## src/rtl/svc_rv_hazard_seq.sv

```systemverilog
// Hazard sequencer for the RV pipeline: load-use bubbles, redirect flushes and
// multi-cycle M-extension holds. Optional stats counters under SVC_RV_HAZ_STATS_EN.
module svc_rv_hazard_seq #(
    parameter int MUL_CYCLES = 2,
    parameter int DIV_CYCLES = 33,
    parameter int CNT_W      = 32
) (
    input  logic             clk,
    input  logic             rst,
    input  logic [4:0]       rs1_id,
    input  logic [4:0]       rs2_id,
    input  logic             rs1_used_id,
    input  logic             rs2_used_id,
    input  logic [4:0]       rd_ex,
    input  logic             mem_read_ex,
    input  logic             is_m_ex,
    input  logic [2:0]       funct3_ex,
    input  logic             redirect_ex,
    output logic             stall_pc,
    output logic             stall_id,
    output logic             stall_ex,
    output logic             flush_id,
    output logic             flush_ex,
    output logic             m_busy,
    output logic             m_done,
    output logic [CNT_W-1:0] stall_cnt,
    output logic [CNT_W-1:0] flush_cnt
);

    typedef enum logic {
        ST_IDLE = 1'b0,
        ST_BUSY = 1'b1
    } state_t;

    // Nine bits so a 256-cycle divide is representable before the N-2 load.
    localparam logic [8:0] MUL_N = 9'(MUL_CYCLES);
    localparam logic [8:0] DIV_N = 9'(DIV_CYCLES);

    state_t     state_q, state_d;
    logic [7:0] cnt_q, cnt_d;
    logic [8:0] n_sel;
    logic [8:0] n_m2;
    logic       lu;

    always_comb begin
        n_sel = funct3_ex[2] ? DIV_N : MUL_N;
        n_m2  = n_sel - 9'd2;
        lu    = mem_read_ex && (rd_ex != 5'd0) &&
                ((rs1_used_id && (rs1_id == rd_ex)) ||
                 (rs2_used_id && (rs2_id == rd_ex)));
    end

    always_comb begin
        state_d  = state_q;
        cnt_d    = cnt_q;
        stall_pc = 1'b0;
        stall_id = 1'b0;
        stall_ex = 1'b0;
        flush_id = 1'b0;
        flush_ex = 1'b0;
        m_busy   = 1'b0;
        m_done   = 1'b0;

        // Outputs are held quiet while reset is asserted so an aborted op
        // releases the pipeline immediately, not on the next edge.
        if (!rst) begin
            if (redirect_ex) begin
                flush_id = 1'b1;
                flush_ex = 1'b1;
                state_d  = ST_IDLE;
                cnt_d    = 8'd0;
            end else if (state_q == ST_BUSY) begin
                m_busy = 1'b1;
                if (cnt_q != 8'd0) begin
                    stall_pc = 1'b1;
                    stall_id = 1'b1;
                    stall_ex = 1'b1;
                    cnt_d    = cnt_q - 8'd1;
                end else begin
                    m_done  = 1'b1;
                    state_d = ST_IDLE;
                end
            end else if (is_m_ex && (n_sel >= 9'd2)) begin
                stall_pc = 1'b1;
                stall_id = 1'b1;
                stall_ex = 1'b1;
                state_d  = ST_BUSY;
                cnt_d    = n_m2[7:0];
            end else begin
                if (is_m_ex) begin
                    m_done = 1'b1;
                end
                if (lu) begin
                    stall_pc = 1'b1;
                    stall_id = 1'b1;
                    flush_ex = 1'b1;
                end
            end
        end
    end

    always_ff @(posedge clk or posedge rst) begin
        if (rst) begin
            state_q <= ST_IDLE;
            cnt_q   <= 8'd0;
        end else begin
            state_q <= state_d;
            cnt_q   <= cnt_d;
        end
    end

`ifdef SVC_RV_HAZ_STATS_EN
    logic [CNT_W-1:0] stall_cnt_q, stall_cnt_d;
    logic [CNT_W-1:0] flush_cnt_q, flush_cnt_d;

    // Free-running, wrapping event counters.
    always_comb begin
        stall_cnt_d = stall_cnt_q + CNT_W'(stall_pc);
        flush_cnt_d = flush_cnt_q + CNT_W'(flush_id);
    end

    always_ff @(posedge clk or posedge rst) begin
        if (rst) begin
            stall_cnt_q <= '0;
            flush_cnt_q <= '0;
        end else begin
            stall_cnt_q <= stall_cnt_d;
            flush_cnt_q <= flush_cnt_d;
        end
    end

    assign stall_cnt = stall_cnt_q;
    assign flush_cnt = flush_cnt_q;
`else
    assign stall_cnt = '0;
    assign flush_cnt = '0;
`endif

endmodule

```

## config.mk

```make
export PLATFORM = sky130hd
export DESIGN_NAME = svc_rv_hazard_seq
export DESIGN_NICKNAME = d
export VERILOG_FILES = /design/src/rtl/svc_rv_hazard_seq.sv
export SDC_FILE = /design/constraint.sdc
export NUM_CORES = 1
export LEC_CHECK = 0
export CORE_MARGIN = 2
export CORE_UTILIZATION = 31
export CTS_BUF_LIST = sky130_fd_sc_hd__clkbuf_16
export CTS_CLUSTER_SIZE = 8
export DETAILED_ROUTE_END_ITERATION = 10
export PLACE_DENSITY = 0.83
export SLEW_MARGIN = 25
export SYNTH_ARGS = -nofsm -noshare
export SYNTH_HDL_FRONTEND = slang
export SYNTH_SLANG_ARGS = --single-unit
```

## constraint.sdc

```tcl
create_clock -name clk -period 2 [get_ports clk]
set_input_delay 0.2 -clock clk [delete_from_list [all_inputs] [get_ports clk]]
set_output_delay 0.2 -clock clk [all_outputs]
set_load 0.005 [all_outputs]
```

-- Word-level counts from Yosys, hierarchy flattened
Index checks and enable logic that the tools add are counted.
- input port bits: 25
- register bits after elaboration: 9
- output and inout port bits: 71
- muxes and demuxes: 30
- bitwise operators: 1
- order comparisons: 1
- reductions and logical operators: 10
- equal/unequal tests: 3
- $add $sub $neg: 2
- operators by type and width (operator ; count):
    2-to-1 mux 8 bit ; 4
    2-to-1 mux 1 bit ; 25
    equality test 5 bit ; 2
    nonzero test 8 bit ; 1
    subtractor 8 x 1 -> 8 bit (second input constant) ; 1
    subtractor 6 x 2 -> 7 bit (second input constant) ; 1
    greater-or-equal comparator 6 x 2 -> 1 bit (second input constant) ; 1
    2-to-1 mux 6 bit ; 1
    logical AND 1 bit ; 5
    nonzero test 5 bit ; 1
    inequality test 3 x 2 -> 1 bit (second input constant) ; 1
    AND reduction 3 bit ; 1
    nonzero test 3 bit ; 1
    logical OR 1 bit ; 1
    NOT 1 bit ; 1

-- Longest topological paths before layout
- depth in word-level cells: 9
- gate-level depth with buffers: 7
- depth with buffers taken out: 6

-- Worst setup path after synthesis
OpenSTA, ideal clock, no wires.
- path kind: register to register
- from: reg cnt_q[0]
- to: reg cnt_q[7]
- path buffers: 0
- required time: 1.921 ns
- data arrival time: 1.758 ns
- period minus slack after synthesis: 1.838 ns
- library setup time: 0.079 ns
- cell stages (with the launch flop): 7
- path slack: 0.162 ns
- cells stage by stage: dfrtp_1 inv_1 ha_1 nor4bb_2 a211o_1 a2111oi_2 mux2i_1
- cells in the longest elaborated chain, start to end: 4
- elaborated cells on any way between the ends: 7
- those cells by class: add/sub (1); eq/ne (1); mux (3); reduce/logical (2)
- RTL lines (what ; line ; source):
    from (decl) ; 40 ; logic [7:0] cnt_q, cnt_d;
    from (signal assigned) ; 108 ; cnt_q <= cnt_d;
    subtractor 8 x 1 -> 8 bit ; 78 ; cnt_d = cnt_q - 8'd1;
    2-to-1 mux 8 bit ; 74 ; if (cnt_q != 8'd0) begin
    2-to-1 mux 8 bit ; 72 ; end else if (state_q == ST_BUSY) begin
    2-to-1 mux 8 bit ; 67 ; if (redirect_ex) begin
Parallel ways exist; a longest one is shown, timed or not. The select of a mux whose other input is x is not followed.
A chain may end at the register's enable or synchronous reset.

-- Final worst setup path
- from: in rs1_id[1]
- to: out stall_pc
- cells in the longest elaborated chain, start to end: 9
- RTL lines (what ; line ; source):
    from (decl) ; 10 ; input logic [4:0] rs1_id,
    equality test 5 bit ; 49 ; ((rs1_used_id && (rs1_id == rd_ex)) ||
    logical AND 1 bit ; 49 ;
    logical OR 1 bit ; 49 ;
    logical AND 1 bit ; 48 ; lu = mem_read_ex && (rd_ex != 5'd0) &&
    2-to-1 mux 1 bit ; 93 ; if (lu) begin
    2-to-1 mux 1 bit ; 83 ; end else if (is_m_ex && (n_sel >= 9'd2)) begin
    2-to-1 mux 1 bit ; 72 ;
    2-to-1 mux 1 bit ; 67 ;
    2-to-1 mux 1 bit ; 66 ; if (!rst) begin
    to (decl) ; 19 ; output logic stall_pc,
Every way passes these cells.

==> impl_summary.md <==
Outcome
The flow ran to the end, and the final reports show no timing, DRC or antenna violations.

Global route
The largest net degree at the start of global routing is 13. The initial antenna violation count is 0. After global routing the overflow that remains totals 0. The number of global-route vias before repair is 972. Global routing used 13.5% of the available tracks across all layers.

The first-pass GRT wire length is 4490 microns.

Critical path
For the worst setup path, the data required time is 1.80 ns. The maximum fanout along the worst path is 2. Data on the critical path arrives at its endpoint at 1.74 ns. The kind of start point of the critical path is an input port. The element type at the critical path end is an output pin. The path type of the worst setup path is in -> out.

Synth
The unique cell type count in the Yosys netlist is 36. Counting flops and latches in the post-synthesis netlist gives 9. The number of enable flip-flop cells after synthesis is 0. After synthesis, flip-flops and latches occupy 17.7% of the total area.

Of all flip-flops after synthesis, the portion carrying an async set or reset was 100%. For this run, the leading register cell type out of synthesis is sky130_fd_sc_hd__dfrtp_1. The synthesized netlist occupies a cell area of 1270 sq um. The cell count after synthesis came out at 154. For this run, the number of Yosys warnings is 0.

The per-instance average area after synthesis is 8.25 sq um.

STA
Between clock sinks in the finished design, the worst skew comes to 0.00116 ns. After layout, the minimum clock period comes to 1.94 ns. The maximum clock frequency is 517 MHz. The count of final hold-check violations is 0. The tightest hold path in the finished design has a slack of 0.546 ns.

The number of pins exceeding their max-slew limit in the final report is 0. Setup repair after global routing left no endpoint under its margin. After layout, the worst path uses 96.8% of the clock period. Setup violations remaining at the end of the flow were counted as 0.

Min path
The tightest min-delay check is of the in -> async type.

Placement
Buffers placed on the I/O ports in this run total 29. The congestion estimate from routability-driven global placement came to 0.800. The estimated wirelength of the detail-placed design is 2330 microns.

Clock tree
In this run the deepest clock path goes through 2 buffers. CTS saw 9 sinks. The number of buffers created by CTS is 3.

In this run the number of H-tree levels came out at 1. The library cell used as clock root buffer is sky130_fd_sc_hd__clkbuf_16. Clock-pin slew was measured on the worst setup and hold paths at 0.04 ns. The clock network latency to the later pin of the worst-skew pair is 0.24 ns.

TritonCTS built the clock tree.

Pwr
The design draws 1.32 mW. In this run the static leakage power is 0.822 nW. IR analysis of the VDD net gives a maximum drop of 0.000251 V. The power per unit of standard cell area is 796 nW/um^2.

Floorplan
The total area inside the core boundary comes to 3970 sq um. The floorplan step defined a die boundary enclosing 4620 sq um. The initial utilization of the core area, before any placement, comes to 32.0%.

The floorplan has 23 rows. The die span in y is 68.0 microns. The I/O pin total is 96. The floorplan step set the die width to 68.0 microns.

Routing
After detailed routing, the number of remaining DRC violations is 0. Before antenna repair, the detailed router went through 4 iterations. Dividing the detail-routed via count by the number of cells gives 4.26. The count of nets left with antenna violations after detail routing is 0. The count of vias placed by the detailed router is 1079. The violation count after the first detailed-routing iteration is 83. The mean routed wirelength per cell is 12.2 microns. The routed wire length is 3100 microns.

Finish
The top cell types in the final layout, fill and taps aside, are sky130_fd_sc_hd__conb_1, sky130_fd_sc_hd__clkdlybuf4s50_1, sky130_fd_sc_hd__buf_4, sky130_fd_sc_hd__dfrtp_1. The post-route netlist has 18.2% of its cells at a drive strength greater than 1. The synthesis-to-layout area growth is 30.6%. The number of inserted filler cells in the final layout is 420.

The leading cell type in the layout, fill and taps excluded is sky130_fd_sc_hd__conb_1. In the final design database the tool counted 231 nets. 0 antenna diodes ended up in the layout.

Flow run
Max-cap violations in this run came to 0.
## cell families after synthesis
group / after synthesis / synth area share (%)
xor gates and xnor gates: 10 / 6.90
other: 1 / 0.295
adders and majority gates: 2 / 1.97
DFF: 9 / 17.7
and+or+nand+nor: 34 / 16.0
AOI/OAI and AO/OA: 25 / 15.4
muxes: 2 / 1.58
buffers and inverters: 71 / 40.2
## power by group
group / internal [mW] / leakage (nW) / total, mW / switching, mW
sequential: 0.234 / 0.118 / 0.309 / 0.0752
combinational: 0.330 / 0.662 / 0.655 / 0.325
clock: 0.262 / 0.0423 / 0.356 / 0.0946
## state kept, by name, indices dropped and copies added (netlist names)
signal   count
cnt_q        8
state_q      1
## worst max-delay path, cell delays in order
cell and delay (ns):
sky130_fd_sc_hd__clkdlybuf4s50_1 0.42, sky130_fd_sc_hd__xor2_1 0.16, sky130_fd_sc_hd__nor4_2 0.29, sky130_fd_sc_hd__a32oi_1 0.15, sky130_fd_sc_hd__buf_4 0.16, sky130_fd_sc_hd__o22ai_2 0.11
sky130_fd_sc_hd__clkdlybuf4s15_1 0.23
## worst paths after layout
check                          start       end  slack [ns]  cells after the start
hold / removal                   rst  cnt_q[7]        0.55                      4
setup / recovery           rs1_id[1]  stall_pc        0.06                      7
hold reg to reg             cnt_q[7]  cnt_q[7]        0.59                      2
setup reg to reg            cnt_q[1]  cnt_q[2]        0.10                      7
min in group clk            cnt_q[7]  cnt_q[7]        0.59                      2
max in group asynchronous        rst  cnt_q[1]        1.30                      4
## Yosys cell counts (all sizes together) (3+ instances only)
cell,n,area share (%)
nor4,3,2.7
buf,65,38
a211o,3,2.1
xor2,8,5.5
nand2,10,3.0
and2,3,1.5
inv,5,1.5
a2111oi,3,3.1
a21oi,5,2.0
o21ai,5,2.0
dfrtp,9,18
nor2,5,1.5
## per-layer routing
metal / share of wire, % / global-route usage, % / wire length [microns] / vias to the layer above
met5: 0 / 0 / 0 / -
li1: - / - / - / 500
met3: 4.8 / 2.30 / 149 / 9
met2: 56 / 25.6 / 1740 / 51
met1: 36 / 13.2 / 1100 / 519
met4: 3.3 / 9.00 / 102 / 0
## per-stage QoR
stage                     cell area (sq um)  util [%]  setup slack, ns  TNS, ns  instances
after floorplan                        1510         -            0.162        0        217
after global placement                 1490      37.5           -0.218   -0.641        246
after detailed placement               1490      37.5           -0.364    -1.07        246
after CTS                              1600      40.4          -0.0279  -0.0396        253
after global routing                   1660      41.8          0.00499        0        253
final                                  1660      41.8           0.0643        0        253
## what timing repair did
item / CTS / global route
resized for setup: 17 / 11
endpoints found under the setup margin: 5 / 6
hold buffers: 0 / 0
pin swaps: 4 / 6
setup buffers: 3 / 1
## layout make-up
class	instances	area [sq um]	share of cell area, %
multi-input combinational	137	852	51.4
timing repair buffer	48	422	25.4
sequential	9	225	13.6
clock buffer	3	75.1	4.52
tap	50	62.6	3.77
inverter	5	18.8	1.13
clock inverter	1	3.75	0.226
No activity file was read; power rests on OpenSTA's default activity.
